[src/rtl/fp_div_sqrt_scheduler.sv]
// Shares one iterative div/sqrt core between the div and sqrt issue ports (div has priority); FP_DIVSQRT_EARLY_TERM_EN lets special operands skip the core steps.
// Latency accept->wb_done is N+2 cycles (2 for early-terminated specials); result is held on wb until wb_ack, and both issue ports stay not-ready meanwhile.
module fp_div_sqrt_scheduler #(
  parameter int ID_WIDTH    = 3,
  parameter int ITER_SINGLE = 14,
  parameter int ITER_DOUBLE = 29
) (
  input  logic                clk,
  input  logic                rst,
  input  logic                div_new_request,
  input  logic [ID_WIDTH-1:0] div_id,
  input  logic                div_single,
  input  logic                div_special,
  output logic                div_ready,
  input  logic                sqrt_new_request,
  input  logic [ID_WIDTH-1:0] sqrt_id,
  input  logic                sqrt_single,
  input  logic                sqrt_special,
  output logic                sqrt_ready,
  output logic                core_start,
  output logic                core_is_sqrt,
  output logic                core_single,
  output logic                core_step,
  input  logic [63:0]         core_result,
  input  logic [4:0]          core_flags,
  output logic                wb_done,
  output logic [ID_WIDTH-1:0] wb_id,
  output logic [63:0]         wb_result,
  output logic [4:0]          wb_flags,
  input  logic                wb_ack
);

  localparam int CNT_W = $clog2(ITER_DOUBLE + 1);

  typedef enum logic [1:0] {
    IDLE  = 2'd0,
    START = 2'd1,
    RUN   = 2'd2,
    DONE  = 2'd3
  } state_t;

  typedef struct packed {
    logic [ID_WIDTH-1:0] id;
    logic                is_sqrt;
    logic                single;
  } op_t;

  state_t           state_q, state_d;
  op_t              op_q, op_d;
  logic [CNT_W-1:0] iter_cnt_q, iter_cnt_d;
  logic             div_acc, sqrt_acc;

`ifdef FP_DIVSQRT_EARLY_TERM_EN
  logic special_q, special_d;
`else
  logic unused_special;
  assign unused_special = div_special | sqrt_special;
`endif

  always_ff @(posedge clk) begin
    if (rst) begin
      state_q    <= IDLE;
      op_q       <= '0;
      iter_cnt_q <= '0;
`ifdef FP_DIVSQRT_EARLY_TERM_EN
      special_q  <= 1'b0;
`endif
    end else begin
      state_q    <= state_d;
      op_q       <= op_d;
      iter_cnt_q <= iter_cnt_d;
`ifdef FP_DIVSQRT_EARLY_TERM_EN
      special_q  <= special_d;
`endif
    end
  end

  always_comb begin
    state_d      = state_q;
    op_d         = op_q;
    iter_cnt_d   = iter_cnt_q;
`ifdef FP_DIVSQRT_EARLY_TERM_EN
    special_d    = special_q;
`endif
    // Ready is a pure function of state (and div's strobe), never of wb_ack.
    div_ready    = (state_q == IDLE);
    sqrt_ready   = (state_q == IDLE) & ~div_new_request;
    div_acc      = div_ready & div_new_request;
    sqrt_acc     = sqrt_ready & sqrt_new_request;
    core_start   = 1'b0;
    core_step    = 1'b0;
    core_is_sqrt = op_q.is_sqrt;
    core_single  = op_q.single;
    wb_done      = 1'b0;
    wb_id        = op_q.id;
    wb_result    = core_result;
    wb_flags     = core_flags;

    case (state_q)
      IDLE: begin
        if (div_acc) begin
          op_d.id      = div_id;
          op_d.is_sqrt = 1'b0;
          op_d.single  = div_single;
`ifdef FP_DIVSQRT_EARLY_TERM_EN
          special_d    = div_special;
`endif
          state_d      = START;
        end else if (sqrt_acc) begin
          op_d.id      = sqrt_id;
          op_d.is_sqrt = 1'b1;
          op_d.single  = sqrt_single;
`ifdef FP_DIVSQRT_EARLY_TERM_EN
          special_d    = sqrt_special;
`endif
          state_d      = START;
        end
      end
      START: begin
        core_start = 1'b1;
        iter_cnt_d = op_q.single ? CNT_W'(ITER_SINGLE) : CNT_W'(ITER_DOUBLE);
        state_d    = RUN;
`ifdef FP_DIVSQRT_EARLY_TERM_EN
        // The core resolves special operands at load, so no iterations are needed.
        if (special_q) begin
          iter_cnt_d = '0;
          state_d    = DONE;
        end
`endif
      end
      RUN: begin
        core_step  = 1'b1;
        iter_cnt_d = iter_cnt_q - 1'b1;
        if (iter_cnt_q == CNT_W'(1)) begin
          state_d = DONE;
        end
      end
      DONE: begin
        wb_done = 1'b1;
        if (wb_ack) begin
          state_d = IDLE;
        end
      end
      default: begin
        state_d = IDLE;
      end
    endcase
  end

endmodule

[config.mk]
export PLATFORM = sky130hd
export DESIGN_NAME = fp_div_sqrt_scheduler
export DESIGN_NICKNAME = d
export VERILOG_FILES = /design/src/rtl/fp_div_sqrt_scheduler.sv
export SDC_FILE = /design/constraint.sdc
export NUM_CORES = 1
export LEC_CHECK = 0
export CAP_MARGIN = 40
export CELL_PAD_IN_SITES_DETAIL_PLACEMENT = 1
export CELL_PAD_IN_SITES_GLOBAL_PLACEMENT = 1
export CORE_ASPECT_RATIO = 1.5
export CORE_MARGIN = 4
export CORE_UTILIZATION = 14
export CTS_BUF_LIST = sky130_fd_sc_hd__clkbuf_4
export CTS_CLUSTER_SIZE = 12
export DETAILED_ROUTE_END_ITERATION = 6
export PLACE_DENSITY = 0.8
export SLEW_MARGIN = 20
export SYNTH_ARGS = -nofsm -noshare
export SYNTH_HDL_FRONTEND = slang
export SYNTH_SLANG_ARGS = --single-unit
[constraint.sdc]
create_clock -name clk -period 1.6 [get_ports clk]
set_input_delay 0.4 -clock clk [delete_from_list [all_inputs] [get_ports clk]]
set_output_delay 0.4 -clock clk [all_outputs]
set_load 0.03 [all_outputs]
==> results.md <==
GRT:
- The combined global-route utilization of all metal layers is 7.004%.
- Global routing finished with a remaining overflow of 0.
- The first global-routing pass estimated 5.271 mm of wire.
- The number of antenna violations at the first check in global routing is 0.
- Entering global routing, the biggest net connects 11 pins.
- The via count of the first global-routing pass was 915.

Detailed routing:
- The via-per-instance ratio is 3.693.
- The DRC violations left is 0.
- The first detailed-routing pass ran for 4 iterations.
- Wires add up to 3.615 mm.
- The number of vias in the routed layout is 831.
- The post-detailed-route count of antenna-violating nets is 0.
- The average wire length per cell after detail routing is 16.07 um.
- For this block, the initial DRC count from the detailed router was 20.

Synthesis:
- During synthesis, Yosys emitted a total of 0 warnings.
- In the synthesized netlist, the number of instances is 151.
- The post-synthesis cell type with the largest combined area is sky130_fd_sc_hd__buf_4.
- Ranked by total cell area, the synthesized netlist is headed by sky130_fd_sc_hd__buf_4 44%, sky130_fd_sc_hd__dfxtp_1 20%, sky130_fd_sc_hd__ha_1 7.2%.
- The post-synthesis net count is 242.
- After synthesis the cells add up to 0.001225 sq mm.
- The number of distinct library cells after synthesis is 30.
- A synthesized cell averages 8.112 sq um.
- The post-synthesis register bit count is 12.
- Sequential cells were found to cover 19.61% of the synthesized design area.
- The area share of the leading cell type in the synthesized netlist is 43.51%.

Clock network:
- Clock tree synthesis selected as its root buffer the cell sky130_fd_sc_hd__clkbuf_4.
- The maximum buffer depth of the clock tree is 2.
- The CTS tree is built.
- The clock drives 12 sinks.
- The number of CTS-inserted buffers is 3.
- After clock tree synthesis, the clock-pin slew on the worst setup and hold paths is 80 ps.
- For the worst-skew pair, the clock arrives at the later sink with an insertion delay of 270 ps.
- CTS built an H-tree with a depth of 1.

Cells and area:
- In the final layout, flip-flops and latches occupy 245.2 sq um.
- After filler insertion, the fill cell instance count of the layout stands at 996.
- The layout net count is 209.
- Cells fill 14.53% of the core in the end.
- The area growth from synthesis to final layout is 0.4086%.
- The combined area of the multi-input logic cells is 461.7 sq um.
- In the final layout, the share of cells above drive strength 1 is 34.19%.

Timing:
- The clock skew after layout is 1.781 ps.
- For the finished layout, the period the worst path requires is 1595 ps.
- The portion of the clock cycle consumed by the worst path in the final layout is 99.72%.
- The number of pins with negative max-slew slack in the final report is 0.
- For the pin with the worst max-slew slack, the measured transition is 485.2 ps.
- In this run the tightest slew margin relative to its limit is 66.81%.
- The worst hold margin is 499.9 ps.
- The highest clock frequency the design can meet is 626.8 MHz.
- Setup repair after global routing could not meet its margin everywhere.
- The count of final hold-check violations is 0.
- Setup violations remaining at the end of the flow were counted as 0.

Floorplan:
- The initial standard-cell utilization of the core is 14.47%.
- In this run the core area contains 41 standard-cell rows.
- The horizontal die dimension is 84.38 um.
- The floorplan step defined a die boundary enclosing 0.01034 sq mm.
- The die is 122.6 um tall.
- The number of placed I/O pins is 163.
- The total core area is 0.008464 sq mm.

Outcome:
- The flow ran to the end, and the final reports show no timing, DRC or antenna violations.

Critical path:
- The classification of the worst setup path is flop to flop.
- The cell at the slowest stage of the critical path is sky130_fd_sc_hd__or4b_4.
- Together, buffers and inverters on the worst path number 1.
- The category of the worst setup path launch point is a flop.
- Data on the critical path is required at its endpoint by 1790 ps.
- Traced cell by cell, the critical path runs through inv_2 > ha_4 > or4b_4 > a221o_1 > a211oi_2.
- The worst endpoint data arrival time is 1790 ps.
- The largest driver fanout on the critical path is 2.
- The worst setup path is captured at a flop.
- The kind of cell adding the most delay to the critical path is compound AO/OA/AOI/OAI gates.
- In this design, the stage delay of the slowest critical-path cell is 450 ps.

Placement:
- The congestion estimate from routability-driven global placement came to 0.7792.
- The HPWL after detailed placement is 2.926 mm.
- The count of buffers from port buffering is 22.

Power and ir drop:
- Summed over all cells, the static leakage comes to 0.4755 nW.
- Across the VDD grid, the largest voltage drop is 0.3900 mV.
- Power spread over the standard cell area amounts to 1659 mW/mm^2.

Job:
- The number of max-cap violations is 0.

Worst hold path:
- The path type of the worst min-delay path is flop to flop.
through the flow:
stage | instances | power (W) | worst slack, ps | cell area, sq um | TNS (ps)
finish | 225 | 0.002041 | 4.553 | 1230 | 0
detailed placement | 218 | 0.001711 | -133.1 | 1134 | -549.5
global placement | 218 | 0.001669 | -80.99 | 1134 | -331.5
global route | 224 | 0.002205 | -47.04 | 1227 | -115.8
floorplan | 151 | 0.001552 | 8.598 | 1230 | 0
CTS | 224 | 0.002024 | -1.960 | 1216 | -1.960
Yosys cell counts:
cell                        number
sky130_fd_sc_hd__dfxtp_1        12
sky130_fd_sc_hd__inv_1           6
sky130_fd_sc_hd__a41oi_1         1
sky130_fd_sc_hd__nand3_1         4
sky130_fd_sc_hd__nor3_1          1
sky130_fd_sc_hd__buf_2           1
sky130_fd_sc_hd__nand2b_1        4
sky130_fd_sc_hd__or3b_2          1
sky130_fd_sc_hd__a22o_1          1
sky130_fd_sc_hd__a21oi_1         5
sky130_fd_sc_hd__a211oi_1        4
sky130_fd_sc_hd__buf_4          71
sky130_fd_sc_hd__or4b_1          1
sky130_fd_sc_hd__a311oi_1        3
sky130_fd_sc_hd__clkbuf_1        1
sky130_fd_sc_hd__ha_1            7
sky130_fd_sc_hd__a221o_1         1
sky130_fd_sc_hd__buf_6           1
sky130_fd_sc_hd__mux2i_1         1
sky130_fd_sc_hd__nand2_1         5
sky130_fd_sc_hd__o21a_1          1
sky130_fd_sc_hd__nor2b_1         2
sky130_fd_sc_hd__o31ai_1         1
sky130_fd_sc_hd__a41o_2          1
sky130_fd_sc_hd__a21boi_0        1
sky130_fd_sc_hd__nor4_1          1
sky130_fd_sc_hd__nand3b_1        1
sky130_fd_sc_hd__nor2_1         10
sky130_fd_sc_hd__o32ai_1         1
sky130_fd_sc_hd__a2111oi_0       1
area by class of cell:
type	instances	area share [%]
Inverter	6	1.831
Antenna cell	1	0.2035
Clock buffer	3	1.831
Sequential cell	12	19.94
Tap cell	107	10.89
Clock inverter	1	0.3052
Timing Repair Buffer	36	27.47
Multi-Input combinational cell	59	37.54
sequential cells by signal (all words and copies together), names as in the netlist:
register / cells
core_single: 1
state_q: 2
wb_id: 3
iter_cnt_q: 5
core_is_sqrt: 1
routing by layer:
layer  share of wire [%]  track usage, %  wire (um)  up-vias
met5                   0               0          0        -
met4                  12           8.812        444        0
met1                  25           4.714        902      354
met2                  42           10.72       1528       50
li1                    -               -          -      365
met3                  20           5.440        739       62
cell usage in the layout (no fill, tap or decap), types with 4 or more instances in the layout:
| cell | n |
|---|---|
| sky130_fd_sc_hd__buf_4 | 15 |
| sky130_fd_sc_hd__nor2_1 | 10 |
| sky130_fd_sc_hd__nand2_1 | 5 |
| sky130_fd_sc_hd__a21oi_1 | 5 |
| sky130_fd_sc_hd__nand3_1 | 4 |
| sky130_fd_sc_hd__dlygate4sd2_1 | 6 |
| sky130_fd_sc_hd__nand2b_1 | 4 |
| sky130_fd_sc_hd__inv_2 | 4 |
| sky130_fd_sc_hd__dfxtp_2 | 4 |
| sky130_fd_sc_hd__dfxtp_1 | 8 |
| sky130_fd_sc_hd__clkdlybuf4s50_1 | 11 |
cells by family after synthesis:
kind of cell | share of synthesized area, %
buffers and inverters | 46.99
and+or+nand+nor | 12.36
muxes | 0.8172
adders and majority gates | 7.150
AOI/OAI and AO/OA | 13.08
DFF | 19.61
final timing paths:
check	slack (ps)	depth (start not counted)	from	to
setup / recovery	5	5	iter_cnt_q[1]	state_q[0]
hold / removal	500	2	wb_id[1]	wb_id[1]
setup reg to reg	5	5	iter_cnt_q[1]	state_q[0]
hold reg to reg	500	2	wb_id[1]	wb_id[1]
power breakdown:
part           internal, W  total (W)  switching (W)  leakage, nW
Sequential        0.000424   0.000505      0.0000807        0.101
Clock            0.0000903   0.000195       0.000105       0.0154
Combinational     0.000642    0.00134       0.000698        0.359
Total              0.00116    0.00204       0.000883        0.476
what timing repair did:
item                       CTS  global route
hold buffers                 0             0
pin swaps                    3             2
setup endpoints to repair    9             7
buffers inserted             2             0
resized for setup           23             3
worst min-delay path: stages (launching register included):
cell	delay, ps
sky130_fd_sc_hd__dfxtp_1	310
sky130_fd_sc_hd__nor2_1	100
sky130_fd_sc_hd__a311oi_1	50
Power figures use the tool's default switching activity.
